`src/rtl/fetch_buffer.sv`:
```
// Instruction fetch queue: walks a word-aligned PC, captures {pc, instr} from a
// combinational instruction memory, and presents the head with a valid/ready handshake.
module fetch_buffer #(
  parameter int          DEPTH    = 4,
  parameter logic [31:0] RESET_PC = 32'h0000_0000
) (
  input  logic                     clk,
  input  logic                     rst_n,
  output logic [31:0]              imemAddr,
  input  logic [31:0]              imemInstr,
  input  logic                     redirect,
  input  logic [31:0]              redirectPC,
  output logic                     outValid,
  input  logic                     outReady,
  output logic [31:0]              outInstr,
  output logic [31:0]              outPC,
  output logic [$clog2(DEPTH):0]   count
);
  localparam int            AW   = $clog2(DEPTH);
  localparam logic [AW:0]   FULL = (AW+1)'(DEPTH);

  logic [31:0]               pc;
  logic [AW-1:0]             head, tail;
  logic [DEPTH-1:0][31:0]    pc_q, instr_q;
  logic                      pop, push;

  assign pop      = outValid & outReady;
  // A pop frees a slot this same edge, so a full queue keeps streaming.
  assign push     = ~redirect & ((count != FULL) | pop);
  assign imemAddr = pc;
  assign outValid = (count != '0);
  assign outPC    = pc_q[head];
  assign outInstr = instr_q[head];

  always_ff @(posedge clk or negedge rst_n) begin
    if (!rst_n) begin
      pc    <= RESET_PC;
      head  <= '0;
      tail  <= '0;
      count <= '0;
    end else if (redirect) begin
      pc    <= {redirectPC[31:2], 2'b00};
      head  <= '0;
      tail  <= '0;
      count <= '0;
    end else begin
      if (push) begin
        pc   <= pc + 32'd4;
        tail <= tail + 1'b1;
      end
      if (pop) head <= head + 1'b1;
      case ({push, pop})
        2'b10:   count <= count + 1'b1;
        2'b01:   count <= count - 1'b1;
        default: count <= count;
      endcase
    end
  end

  // Payload storage is only meaningful under count, so it carries no reset.
  always_ff @(posedge clk) begin
    if (push) begin
      pc_q[tail]    <= pc;
      instr_q[tail] <= imemInstr;
    end
  end
endmodule

```
`config.mk`:
```
export PLATFORM = sky130hd
export DESIGN_NAME = fetch_buffer
export DESIGN_NICKNAME = d
export VERILOG_FILES = /design/src/rtl/fetch_buffer.sv
export SDC_FILE = /design/constraint.sdc
export NUM_CORES = 1
export LEC_CHECK = 0
export BUFFER_PORTS_ARGS = -buffer_cell sky130_fd_sc_hd__buf_2
export CORE_MARGIN = 2
export CORE_UTILIZATION = 50
export DETAILED_ROUTE_END_ITERATION = 6
export PLACE_DENSITY = 0.79
export SKIP_LAST_GASP = 1
export SLEW_MARGIN = 25
export SYNTH_ARGS = -nofsm -noshare
export SYNTH_HDL_FRONTEND = slang
export SYNTH_SLANG_ARGS = --single-unit
```
`constraint.sdc`:
```
create_clock -name clk -period 7.8 [get_ports clk]
set_clock_uncertainty 0.1 [all_clocks]
set_input_delay 1.56 -clock clk [delete_from_list [all_inputs] [get_ports clk]]
set_output_delay 1.56 -clock clk [all_outputs]
set_load 0.02 [all_outputs]
```
==> impl_metrics.toml <==
[status]
status = "finished with violations"
failed_checks = "design-rule violations"

[route]
antenna_nets_post_route = 0
drt_pass1_iterations = 7
drt_iter0_markers = 433
drt-vias-per-instance = 5.76
num_vias = 6069
post_route_drc = 1
route.final.wire_length_um = 22100
routed_wire_length_per_instance_um = 21.0

[final_layout]
antenna_cells_inserted = 0
nets = 827
layout.filler_cells = 1617
synth_to_layout_area_growth_pct = 17.2
post_route_cells_drive_above_1_share_pct = 35.4
finalCoreUtilization_pct = 60.0

[placement]
gp_congestion = 0.765
dpl.hpwl_um = 13000
io_buffers = 161
post-place-ws_ns = 3.50

[die]
die_height_um = 154
placement_rows = 54
dieArea_mm2 = 0.0237
core_mm2 = 0.0220
initial_util_pct = 51.2
width_of_the_die_um = 154
number_of_placed_i_o_pins = 168

[yosys]
synth_async_sr_flop_share_pct = 13.0
yosys_most_used_dff = "edfxtp_1"
synth_top_area_share_pct = 66.3
synthTopCellsByArea = "edfxtp_1 66%, mux4_2 12%, dfrtp_1 8.2%"
area_of_the_mapped_netlist_mm2 = 0.0112
post_synth.cell_area_avg_um2 = 18.9
netlist.top_cell.by_area = "edfxtp_1"
ys.warnings.count = 0
most_repeated_cell_in_the_gate_level_netlist_after_synthesis = "edfxtp_1"
yosys_register_bits = 285
yosysUniqueCellTypes = 42
post_synth_inst_count = 594
synth_edf_count = 248
register_area_share_after_synthesis_pct = 74.5
synth.top_cells.by_count = "248 x edfxtp_1, 62 x mux4_2, 37 x dfrtp_1"

[clocking]
cts_resized = 0
cts_htree_levels = 1
numClockSinks = 285
tritoncts.num_buffers = 27
clock_path_buffers = 3
worst_setup_hold_path_clk_slew_ns = 0.06
tritoncts = "yes"
clock_latency_ns = 0.53
cts-hold-fix-buffers = 0
cts_root_buffer = "clkbuf_16"
postCtsSetupRepairBufs = 0

[global_routing]
largest_net_degree_at_the_start_of_global_routing = 64
vias_in_the_first_global_route = 6200
grt_first_pass_wirelength_um = 34400
globalRoute.totalOverflow = 0
global_route.usage.total_pct = 18.8
initial_antenna_violation_count = 0

[job]
max_cap_viol_count = 0

[critical_path]
path_max_fanout = 47
setup.worst_path.end_class = "primary output"
crit_path_start_kind = "flop"
crit_chain = "buf_6 > mux4_2 > buf_2"
setup.worst_path.class = "reg -> out"
timing.critical_path.arrival_ns = 2.61
cpMaxStageDelayCell = "dfrtp_4"
timing.critical_path.required_ns = 6.14
biggest_cell_delay_along_the_critical_path_ns = 0.67

[worst_hold_path]
worst_min_delay_path_class = "reg -> reg"

[power]
power_density_mw_per_mm2 = 306
p_leak_nw = 4.55
p_total_w = 0.00403
peakVddDrop_v = 0.000149

[sta]
timing.final.ws_setup_ns = 3.53
fin_setup_tns_ns = 0
max_clock_freq_mhz = 234
worst-slew-pin-transition_ns = 0.989
hold-worst-slack_ns = 0.483
finalWorstPathRequiredPeriod_ns = 4.27
rsz_0062_raised_after_global_routing = "false"
final_min_period_over_clock_period_pct = 54.7
timing_max_transition_violations_final = 0
setup_violations = 0
slew-limit-headroom_pct = 34.1
final_hold_viol_count = 0
## critical path, delay by kind of cell, from the launching register on
family | cells | cell delay [ns]
mux | 1 | 0.60
flops | 1 | 0.67
buf+inv | 2 | 0.77
## routing by layer
metal	wire length (um)	track usage (%)	share of wire, %	vias up
li1	-	-	-	2742
met1	9340	25.8	42	3057
met4	429	4.49	1.9	0
met5	0	0	0	-
met2	10700	31.5	48	235
met3	1630	3.72	7.4	35
## cell families after synthesis
family,after synthesis,synth area share (%)
flops,285,74.5
compound gates,53,3.07
simple gates,132,6.52
xor+xnor,11,0.857
fa+ha+maj,6,0.735
buf+inv,43,1.77
other cells,1,0.0334
mux,63,12.5
## sequential cells by signal (all words and copies together) (netlist names)
signal,flops
instr_q,128
pc_q,120
count,3
tail,2
head,2
imemAddr,30
## layout by cell type, fill, tap and decap left out, types with 2 or more instances in the layout
cell type / instances
a21oi_1: 3
a31oi_1: 17
and2_1: 2
and3_1: 4
and3_4: 4
and4_1: 4
buf_2: 161
clkbuf_1: 11
clkbuf_16: 30
clkbuf_8: 5
clkinv_2: 2
conb_1: 4
dfrtp_1: 35
dfrtp_4: 2
edfxtp_1: 248
ha_1: 5
inv_1: 6
mux4_2: 62
nand2_1: 28
nand2b_1: 3
nand3_1: 14
nand4_1: 10
nand4_2: 2
nor2_1: 26
nor2b_1: 2
nor3_1: 4
nor4b_1: 3
o21ai_0: 12
o31a_1: 2
o31ai_1: 16
or3_1: 3
or4_1: 18
xnor2_1: 5
xor2_1: 6
## layout make-up
cell class	count	area (um^2)	area share (%)
clock buffers	46	861	6.53
clock inverters	3	18.8	0.142
inverters	6	22.5	0.171
multi-input cells	269	2700	20.5
flip-flops and latches	285	8380	63.6
well taps	280	350	2.66
repair buffers	164	845	6.41
## final timing paths
kind / from / end / slack (ns) / depth (start not counted)
setup / recovery: head[0] / outInstr[26] / 3.53 / 3
hold / removal: tail[1] / tail[1] / 0.48 / 2
setup reg to reg: count[0] / imemAddr[21] / 4.64 / 4
hold reg to reg: tail[1] / tail[1] / 0.48 / 2
max in group asynchronous: rst_n / head[1] / 5.90 / 1
min in group asynchronous: rst_n / imemAddr[15] / 1.06 / 1
## metrics by stage
step	cell area, um^2	instances
final	13200	1053
after CTS	13200	1052
after detailed placement	12300	1003
after global routing	13200	1053
after floorplan	11300	597
after global placement	12300	1003
## where the power goes
part | total [W] | internal (W) | leakage (nW) | switching (W)
sequential | 0.00194 | 0.00181 | 2.71 | 0.000122
combinational | 0.000826 | 0.000352 | 1.41 | 0.000473
clock | 0.00127 | 0.000747 | 0.431 | 0.000522
total | 0.00403 | 0.00291 | 4.55 | 0.00112
Power figures use the tool's default switching activity.
